[config.mk]
export PLATFORM = sky130hd
export DESIGN_NAME = operand_entry_rf
export DESIGN_NICKNAME = d
export VERILOG_FILES = /design/src/rtl/operand_entry_rf.sv
export SDC_FILE = /design/constraint.sdc
export NUM_CORES = 1
export LEC_CHECK = 0
export BUFFER_PORTS_ARGS = -buffer_cell sky130_fd_sc_hd__buf_2
export CAP_MARGIN = 30
export CORE_ASPECT_RATIO = 0.8
export CORE_UTILIZATION = 35
export CTS_CLUSTER_SIZE = 40
export DETAILED_ROUTE_END_ITERATION = 8
export PLACE_DENSITY_LB_ADDON = 0.2
export SETUP_SLACK_MARGIN = 0.05
export SLEW_MARGIN = 0
export SYNTH_ARGS = -nofsm -noshare
export SYNTH_HDL_FRONTEND = slang
export SYNTH_SLANG_ARGS = --single-unit
[constraint.sdc]
create_clock -name CLK -period 4.1 [get_ports CLK]
set_input_delay 0.205 -clock CLK [delete_from_list [all_inputs] [get_ports CLK]]
set_output_delay 0.205 -clock CLK [all_outputs]
set_load 0.02 [all_outputs]
[src/rtl/operand_entry_rf.sv]
// Keypad operand register file: collects a decimal entry, converts it BCD->binary
// over DIGITS cycles on commit, and stores it (saturated) into a small register file.
`timescale 1ns/1ps
module operand_entry_rf #(
    parameter int unsigned DIGITS = 4,
    parameter int unsigned DATA_W = 16,
    parameter int unsigned AW     = 2
) (
    input  logic                CLK,
    input  logic                RST_N,
    input  logic                key_valid,
    input  logic [3:0]          key_code,
    input  logic                clr,
    input  logic                bksp,
    input  logic                commit,
    input  logic [AW-1:0]       W_addr,
    input  logic [AW-1:0]       R_addr1,
    input  logic [AW-1:0]       R_addr2,
    output logic [DATA_W-1:0]   Dout_1,
    output logic [DATA_W-1:0]   Dout_2,
    output logic [4*DIGITS-1:0] Dis,
    output logic [3:0]          entry_len,
    output logic                busy,
    output logic                done,
    output logic                ovf
);
    localparam int unsigned NUM_REGS = 2**AW;
    localparam int unsigned BW       = 4*DIGITS;
    localparam int unsigned ACC_W    = $clog2(10**DIGITS);
    localparam int unsigned CMP_W    = ((ACC_W > DATA_W) ? ACC_W : DATA_W) + 1;
    localparam int unsigned IDX_W    = (DIGITS > 1) ? $clog2(DIGITS) : 1;
    localparam logic [CMP_W-1:0] MAX_VAL = CMP_W'({DATA_W{1'b1}});

    typedef enum logic [1:0] {IDLE, CONV, WRITE} state_t;

    state_t              state;
    state_t              state_next;
    logic [BW-1:0]       entry;
    logic [BW-1:0]       snap;
    logic [ACC_W-1:0]    acc;
    logic [IDX_W-1:0]    idx;
    logic [AW-1:0]       waddr;
    logic [DATA_W-1:0]   rf [NUM_REGS];

    logic                digit_ok_c;
    logic [ACC_W-1:0]    acc_next_c;
    logic                ovf_c;
    logic [DATA_W-1:0]   wr_data_c;

    assign Dis = entry;

    // Datapath helpers: digit acceptance, MSD-first accumulate, saturation
    always_comb begin
        digit_ok_c = key_valid && (key_code <= 4'd9) && (entry_len < 4'(DIGITS));
        acc_next_c = acc * ACC_W'(10) + ACC_W'(snap[BW-1 -: 4]);
        ovf_c      = CMP_W'(acc) > MAX_VAL;
        wr_data_c  = ovf_c ? {DATA_W{1'b1}} : DATA_W'(acc);
    end

    // Next-state logic
    always_comb begin
        state_next = state;
        case (state)
            IDLE:    if (!clr && !bksp && commit) state_next = CONV;
            CONV:    if (idx == '0) state_next = WRITE;
            WRITE:   state_next = IDLE;
            default: state_next = IDLE;
        endcase
    end

    always_ff @(posedge CLK) begin
        if (!RST_N) begin
            state     <= IDLE;
            entry     <= '0;
            entry_len <= '0;
            snap      <= '0;
            acc       <= '0;
            idx       <= '0;
            waddr     <= '0;
            Dout_1    <= '0;
            Dout_2    <= '0;
            busy      <= 1'b0;
            done      <= 1'b0;
            ovf       <= 1'b0;
            for (int i = 0; i < NUM_REGS; i++) rf[i] <= '0;
        end else begin
            state  <= state_next;
            busy   <= (state_next != IDLE);
            done   <= (state == WRITE);
            Dout_1 <= rf[R_addr1];
            Dout_2 <= rf[R_addr2];
            case (state)
                IDLE: begin
                    if (clr) begin
                        entry     <= '0;
                        entry_len <= '0;
                    end else if (bksp) begin
                        if (entry_len != '0) begin
                            entry     <= entry >> 4;
                            entry_len <= entry_len - 4'd1;
                        end
                    end else if (commit) begin
                        waddr <= W_addr;
                        snap  <= entry;
                        acc   <= '0;
                        idx   <= IDX_W'(DIGITS - 1);
                    end else if (digit_ok_c) begin
                        entry     <= (entry << 4) | BW'(key_code);
                        entry_len <= entry_len + 4'd1;
                    end
                end
                CONV: begin
                    acc  <= acc_next_c;
                    snap <= snap << 4;
                    idx  <= idx - IDX_W'(1);
                end
                WRITE: begin
                    rf[waddr] <= wr_data_c;
                    ovf       <= ovf_c;
                    entry     <= '0;
                    entry_len <= '0;
                end
                default: ;
            endcase
        end
    end
endmodule

## Word level (Yosys, flattened, before mapping)

Memories as Yosys holds them, arrays and structs flattened. A register that Yosys moved wholly into a read port is not among the register bits.
Index checks and enable logic that the tools add are counted.

- Bits in registers: 90
- Memories kept: 1
- Memory bits (writable): 56

- Reductions and logical operators: 18
- $lt $le $gt $ge: 2
- Multipliers: 1
- Multiplexer cells: 34
- Eq/ne operators: 8
- Bitwise operators: 3
- Add/sub/neg operators: 4

Memory list:

| memory | words | width | rd ports | clocked after Yosys merged registers in | write ports | RTL line | source |
|---|---|---|---|---|---|---|---|
| rf | 4 | 14 | 2 | 2 | 4 | 43 | `logic [DATA_W-1:0] rf [NUM_REGS];` |

Operators with widths:

| cell | count |
|---|---|
| two-way mux 16 bit | 8 |
| one-hot mux 16 bit (2 select lines) | 2 |
| two-way mux 14 bit | 4 |
| one-hot mux 14 bit (2 select lines) | 1 |
| two-way mux 4 bit | 5 |
| OR 16 x 4 -> 16 bit | 1 |
| adder 14 x 4 -> 14 bit | 1 |
| multiplier 14 x 3 -> 13 bit, second input constant | 1 |
| OR reduction 14 bit | 1 |
| two-way mux 2 bit | 6 |
| != test 4 bit, second input constant | 3 |
| AND reduction 4 bit | 3 |
| one-hot mux 2 bit (2 select lines) | 2 |
| one-hot mux 4 bit (2 select lines) | 1 |
| != test 2 bit, second input constant | 3 |
| nonzero test 2 bit | 3 |
| two-way mux 1 bit | 5 |
| adder 4 x 1 -> 4 bit, second input constant | 1 |
| less-or-equal comparator 4 bit, second input constant | 1 |
| logical AND 1 bit | 4 |
| logical NOT 1 bit | 4 |
| logical NOT 2 bit | 2 |
| < comparator 4 x 3 -> 1 bit, second input constant | 1 |
| nonzero test 4 bit | 1 |
| other kinds (5) | 6 |

## Logic depth before layout (Yosys ltp)

Gate-level depths: netlist of run 1.

- Word-level depth: 8
- Depth in mapped cells: 9
- Mapped depth without buffers: 9

## Worst setup path before layout of run 1

Ideal clock, no wire load.

- Path kind: register to register
- From: reg acc[1]
- To: reg acc[13]
- Buffers on the path: 0
- Arrival: 2,623 ps
- Setup slack: 1,390 ps
- Setup time: 87 ps
- Cell stages (with the launch flop): 10
- Required time: 4,013 ps
- Clock period less this slack: 2,710 ps
- Cells stage by stage: dfxtp_1 -> ha_1 -> ha_1 -> fa_1 -> a21o_1 -> a221oi_1 -> xnor2_1 -> nand4_1 -> o31a_2 -> o31ai_1

- Cells in the longest elaborated chain, start to end: 3

RTL lines:

| item | RTL line | source |
|---|---|---|
| from (decl) | 40 | `logic [ACC_W-1:0] acc;` |
| from (signal assigned) | 113 | `acc <= acc_next_c;` |
| multiplier 14 x 3 -> 13 bit | 55 | `acc_next_c = acc * ACC_W'(10) + ACC_W'(snap[BW-1 -: 4]);` |
| adder 14 x 4 -> 14 bit | 55 |  |
| one-hot mux 14 bit (2 select lines) | 92 | `case (state)` |

Every way passes these cells.
A chain may end at the register's enable or synchronous reset.

## Worst setup path after layout of run 1

Ends and elaborated chain as after synthesis.

==> results of run 1 <==
==> cells by family after synthesis <==
| logic type | after synthesis | synth area share (%) |
|---|---|---|
| adder cells (fa/ha/maj) | 28 | 5.30 |
| buffers and inverters | 52 | 3.22 |
| AO/OA/AOI/OAI | 78 | 8.82 |
| flip-flops | 142 | 48.4 |
| XOR/XNOR | 17 | 2.44 |
| multiplexers | 53 | 12.5 |
| other | 1 | 0.0533 |
| AND/OR/NAND/NOR | 242 | 19.3 |
==> worst max-delay path, delay by kind of cell (launching register included) <==
family	cells	cell delay (ns)
AO/OA/AOI/OAI	4	1.19
adder cells (fa/ha/maj)	3	0.93
flip-flops	1	0.48
XOR/XNOR	1	0.19
AND/OR/NAND/NOR	1	0.19
==> sequential cells by signal, indices dropped and copies added (netlist names) <==
register / cells
Dis: 16
Dout_1: 14
Dout_2: 14
acc: 14
busy: 1
done: 1
entry_len: 4
idx: 2
rf: 56
snap: 16
state: 2
waddr: 2
==> cell type report <==
| type | instances | area share (%) |
|---|---|---|
| multi-input combinational | 423 | 42.0 |
| inverter | 7 | 0.322 |
| clock buffer | 19 | 5.56 |
| clock inverter | 13 | 1.87 |
| timing repair buffer | 72 | 4.63 |
| tap | 258 | 3.95 |
| sequential | 142 | 41.7 |
==> Yosys cell counts (all sizes together) (7+ instances only) <==
master	instances
clkbuf	32
xor2	7
mux4	28
xnor2	9
edfxtp	56
nand3	31
and2	74
nor2b	20
dfxtp	86
nand2b	8
buf	13
mux2i	25
ha	25
o211a	12
inv	7
nand2	43
a21oi	9
a21o	8
a21boi	15
o21ai	11
nor2	23
and3	17
==> report_power, final <==
part           switching (uW)  leakage, uW  total (uW)  internal (uW)
sequential               25.3      0.00128        1540           1510
clock                     632     0.000298        1580            948
combinational             155      0.00199         266            111
==> worst min-delay path by stage <==
stage | end | slack (ns) | depth (start not counted)
final | waddr[1]$_SDFFE_PN0P_ | 0.05 | 3
after global routing | waddr[1]$_SDFFE_PN0P_ | 0.05 | 3
after CTS | waddr[1]$_SDFFE_PN0P_ | 0.04 | 3
after detailed placement | snap[1]$_SDFFE_PN0P_ | 0.45 | 2
after global placement | snap[1]$_SDFFE_PN0P_ | 0.44 | 2
after floorplan | waddr[1]$_SDFFE_PN0P_ | 0.35 | 2
==> metal layers <==
| metal | vias up | GRT usage (%) | routed length, um |
|---|---|---|---|
| li1 | 2307 | - | - |
| met1 | 2340 | 21.2 | 7550 |
| met2 | 79 | 25.5 | 7120 |
| met3 | 8 | 3.13 | 482 |
| met4 | 0 | 4.54 | 126 |
| met5 | - | 0 | 0 |
==> through the flow <==
step / total power [uW] / instances
after floorplan: 1770 / 617
after global placement: 1830 / 902
after detailed placement: 1840 / 902
after CTS: 3430 / 934
after global routing: 3520 / 934
final: 3390 / 934
==> flow_summary.ini, run 1 <==
[placement]
portBuffers = 65
place_ws_ns = 1.06
gp_congestion = 0.757
dp_hpwl_um = 10200
dpl_cell_area_um2 = 7560

[final_layout]
final_nets = 707
seq_area_um2 = 3400
drive_gt1_share_pct = 22.2
areaGrowthSynthToFinish_pct = 16.0
final_cell_mix = dfxtp_1, and2_1, buf_2, edfxtp_1, nand2_1
final_common_cell = dfxtp_1
multi_input_area_um2 = 3430
antenna_cells = 0
fin_area_um2 = 8160
post-route-util_pct = 42.3
nFillCells = 1818

[floorplan]
die-area_um2 = 20700
start_util_pct = 36.4
fp.dieW_um = 161
rows = 45
io_pins = 71
die_height_um = 129
design.core.area_um2 = 19300

[detailed_routing]
via_count = 4734
dr.pass1.iters = 4
post-route-drc-count = 0
drt-total-wl_um = 15300
dr.first_iter.drc_count = 261
drt.antenna.violating_nets = 0
routedWlPerCell_um = 16.4
avgViaCountPerCell = 5.07

[sta]
finalCriticalPeriod_ns = 3.06
whs_ns = 0.0524
rsz0062_at_grt = no
fmax_mhz = 326
worst_pin_slew_ns = 0.915
slew-limit-headroom_pct = 38.9
setup_ws_ns = 1.04
setup_violations = 0
skew_ns = 0.0152
hold_viol = 0
finalSetupTns_ns = 0
drv_slew = 0
fin_crit_sh_pct = 74.7

[pwr]
leakage_uw = 0.00356
ir_worst_vdd_uv = 261
power_density_nw_per_um2 = 415

[global_route]
grt_pass1_vias = 4702
gr-total-overflow = 0
grt_antenna_before_repair = 0
grt_max_degree = 103
grt_usage_pct = 15.7
grt_pass1_wl_um = 25300

[yosys]
syn_inst = 613
synth_edf_count = 56
ys_async_sr_fraction_pct = 0
synthFlopType = dfxtp_1
syn_avg_cell_area_um2 = 11.5
yosys_warnings = 0
yosys.area.top_type = dfxtp_1
synth_cell_type_count = 65
synth_seq_cells = 142
synthTopCellsByArea = dfxtp_1, edfxtp_1, mux4_2, and2_1, ha_1
syn_area_um2 = 7040
synth_top_area_share_pct = 24.5
ys_seq_area_share_pct = 48.4

[cts]
clock_latency_ns = 0.42
htreeDepth = 4
cts_hold_buffers = 0
cts_buffers = 17
postCtsSetupBuffers = 0
cts.path.max_buffers = 2
cts_resized = 0
cts.clk_slew.worst_paths_ns = 0.06
cts_tree = yes
root_buffer = clkbuf_16
cts.sink_count = 142

[worst_setup_path]
crit_top_cell = ha_1
critPathRequiredTime_ns = 4.43
worstPathMaxFanout = 8
cp.arrival_ns = 3.39
rr_startpoint = acc[1]$_SDFFE_PN0P_
timing.rr.end = acc[13]$_SDFFE_PN0P_
r2r_cells = 9
path_cells = ha_1 -> ha_1 -> fa_1 -> a21o_1 -> a221oi_1 -> xnor2_1 -> nand4_1 -> o31a_2 -> o31ai_1
end_kind = flip-flop
worstSetupPathType = reg -> reg
slowest_delay_ns = 0.48
rrSetupSlack_ns = 1.04
cpMaxStageDelayCell = dfxtp_1
critPathLaunchType = flip-flop
cp-endpoint = acc[13]$_SDFFE_PN0P_
startpoint = acc[1]$_SDFFE_PN0P_

[min_path]
holdCritPathClass = in -> reg
worstHoldStart = W_addr[1]

[flow_run]
drv_cap = 0

[status]
status = complete, no violations
(Power assumes the default switching activity.)
==> run 2, diff against run 1 <==
--- a/config.mk
+++ b/config.mk
@@ -5,6 +5,7 @@
 export SDC_FILE = /design/constraint.sdc
 export NUM_CORES = 1
 export LEC_CHECK = 0
+export ABC_AREA = 1
 export BUFFER_PORTS_ARGS = -buffer_cell sky130_fd_sc_hd__buf_2
 export CAP_MARGIN = 30
 export CORE_ASPECT_RATIO = 0.8
==> constraint.sdc (replaced) <==
create_clock -name CLK -period 3.2 [get_ports CLK]
set_input_delay 0.16 -clock CLK [delete_from_list [all_inputs] [get_ports CLK]]
set_output_delay 0.16 -clock CLK [all_outputs]
set_load 0.02 [all_outputs]
==> run 2 against run 1 <==
Final cell count increased by 26%. Total power increased by 28%. Synthesized cell count increased by 39%. Flip-flop and latch count unchanged. Clock-buffer cell count decreased by 1. Largest cell class is now flip-flops and latches. Wire length increased by 11%. Critical path type unchanged. Global-route usage increased by 0.98 points. Setup slack got worse by 0.36 ns.
==> flow_summary.ini, run 2 <==
[yosys]
synth_seq_cells = 142
synthTopCellsByCount = nand2_1, a21oi_1, dfxtp_1, inv_1, nor2_1
yosys.area.top_type = dfxtp_1
synth_top_area_share_pct = 24.2
synth_cell_type_count = 44
ys_async_sr_fraction_pct = 0
syn_avg_cell_area_um2 = 8.34
synthTopCellsByArea = dfxtp_1, edfxtp_1, nand2_1, a21oi_1, ha_1
synth_edf_count = 56
ys_seq_area_share_pct = 47.8
yosys_warnings = 0
synth.most_common_cell = nand2_1
synthFlopType = dfxtp_1
syn_area_um2 = 7120
syn_inst = 854

[detailed_routing]
dr.pass1.iters = 4
drt.antenna.violating_nets = 0
post-route-drc-count = 0
dr.first_iter.drc_count = 327
via_count = 5730
drt-total-wl_um = 17000
avgViaCountPerCell = 4.88
routedWlPerCell_um = 14.5

[status]
status = complete, no violations

[floorplan]
die-area_um2 = 20900
die_height_um = 130
rows = 46
design.core.area_um2 = 19900
fp.dieW_um = 161
io_pins = 71
start_util_pct = 35.9

[global_route]
gr-total-overflow = 0
grt_pass1_wl_um = 27200
grt_usage_pct = 16.7
grt_antenna_before_repair = 0
grt_pass1_vias = 5099
grt_max_degree = 59

[min_path]
hold_path_depth = 3
holdCritPathClass = in -> reg

[sta]
setup_ws_ns = 0.671
worst_pin_slew_ns = 0.926
slew-limit-headroom_pct = 38.2
setup_violations = 0
fin_crit_sh_pct = 79.0
skew_ns = 0.0140
fmax_mhz = 395
rsz0062_at_grt = no
hold_viol = 0
finalSetupTns_ns = 0
finalCriticalPeriod_ns = 2.53
drv_slew = 0

[worst_setup_path]
end_kind = flip-flop
cpMaxStageDelayCell = fa_1
worstPathMaxFanout = 5
path_delay_family = adder cells
r2r_cells = 11
critPathRequiredTime_ns = 3.55
critPathLaunchType = flip-flop
slowest_delay_ns = 0.56
worstSetupPathType = reg -> reg
worst-path-buf-inv = 0
cp.arrival_ns = 2.88
path_cells = ha_1 -> ha_1 -> fa_1 -> nand4_1 -> o21ai_2 -> nand3_2 -> nor2_4 -> nand3_1 -> nand2_1 -> nand3_1 -> a21oi_2
cp_num_cells = 11

[placement]
gp_congestion = 0.767
place_ws_ns = 0.682
portBuffers = 65
dp_hpwl_um = 11200

[pwr]
ir_worst_vdd_uv = 276
power_density_nw_per_um2 = 534
leakage_uw = 0.00325

[final_layout]
antenna_cells = 0
nFillCells = 2048
final_nets = 941
largest_reg_flops = 56
areaGrowthSynthToFinish_pct = 14.1
top_register = rf
final_cell_mix = nand2_1, a21oi_1, dfxtp_1, inv_1, nor2_1
seq_area_um2 = 3400
final_common_cell = nand2_1
drive_gt1_share_pct = 17.3
multi_input_area_um2 = 3120

[cts]
cts_tree = yes
postCtsSetupBuffers = 0
root_buffer = clkbuf_16
cts_hold_buffers = 0
cts_resized = 0
cts.clk_slew.worst_paths_ns = 0.06
cts.path.max_buffers = 2
clock_latency_ns = 0.42
cts_buffers = 17
cts.sink_count = 142
htreeDepth = 4

[flow_run]
drv_cap = 0
## run 2: changes by cell type in the layout (fill, tap and decap cells not counted), moves of 50 or more
cell | before | now
a21oi_1 | 9 | 105
and2_1 | 70 | 0
nand2_1 | 43 | 155
inv_1 | 6 | 80
o21ai_0 | 9 | 61
nor2_1 | 23 | 73
## run 2: final cells by class
type / instances / share of cell area [%]
well taps: 264 / 4.07
inverters: 90 / 4.16
flip-flops and latches: 142 / 41.9
clock inverters: 14 / 1.32
clock buffers: 18 / 5.41
repair buffers: 73 / 4.74
multi-input cells: 573 / 38.4
## run 2: cell families after synthesis
family / synth area share [%]
AND/OR/NAND/NOR: 20.4
adder cells (fa/ha/maj): 5.24
AO/OA/AOI/OAI: 17.3
XOR/XNOR: 0.492
buffers and inverters: 8.68
flip-flops: 47.8
other: 0.0527
## run 2: path summary, 6_finish.rpt
| check | slack, ns | from | end |
|---|---|---|---|
| min | 0.02 | RST_N | done$_SDFF_PN0_ |
| max | 0.67 | acc[1]$_SDFFE_PN0P_ | acc[12]$_SDFFE_PN0P_ |
| min reg2reg | 0.46 | snap[12]$_SDFFE_PN0P_ | acc[0]$_SDFFE_PN0P_ |
| max reg2reg | 0.67 | acc[1]$_SDFFE_PN0P_ | acc[12]$_SDFFE_PN0P_ |
## run 2: stage by stage
step           instance area [um2]  power [uW]  hold WS [ns]  utilization [%]  std cells
2_1_floorplan                 7140        2400         0.298                -        858
3_3_place_gp                  7580        2530         0.450             38.2       1142
3_5_place_dp                  7580        2540         0.453             38.2       1142
4_1_cts                       8120        4370       0.00990             40.9       1174
5_1_grt                       8120        4510        0.0207             40.9       1174
6_report                      8120        4340        0.0249             40.9       1174
## run 2: layer usage
metal / track usage, % / vias up / routed length [um]
met5: 0 / - / 0
met4: 4.16 / 0 / 100
met3: 3.49 / 9 / 711
met2: 25.1 / 115 / 7180
met1: 24.2 / 2647 / 8990
li1: - / 2959 / -
## run 2: power by group
part	internal, uW	total [uW]	leakage, uW	switching, uW
Combinational	144	468	0.00170	324
Clock	1030	1840	0.000266	817
Sequential	1970	2030	0.00128	58.2
## run 2: tightest hold or removal path: cells and delay by family
kind / cells / cell delay (ns)
buffers and inverters: 2 / 0.18
and+or+nand+nor: 1 / 0.05
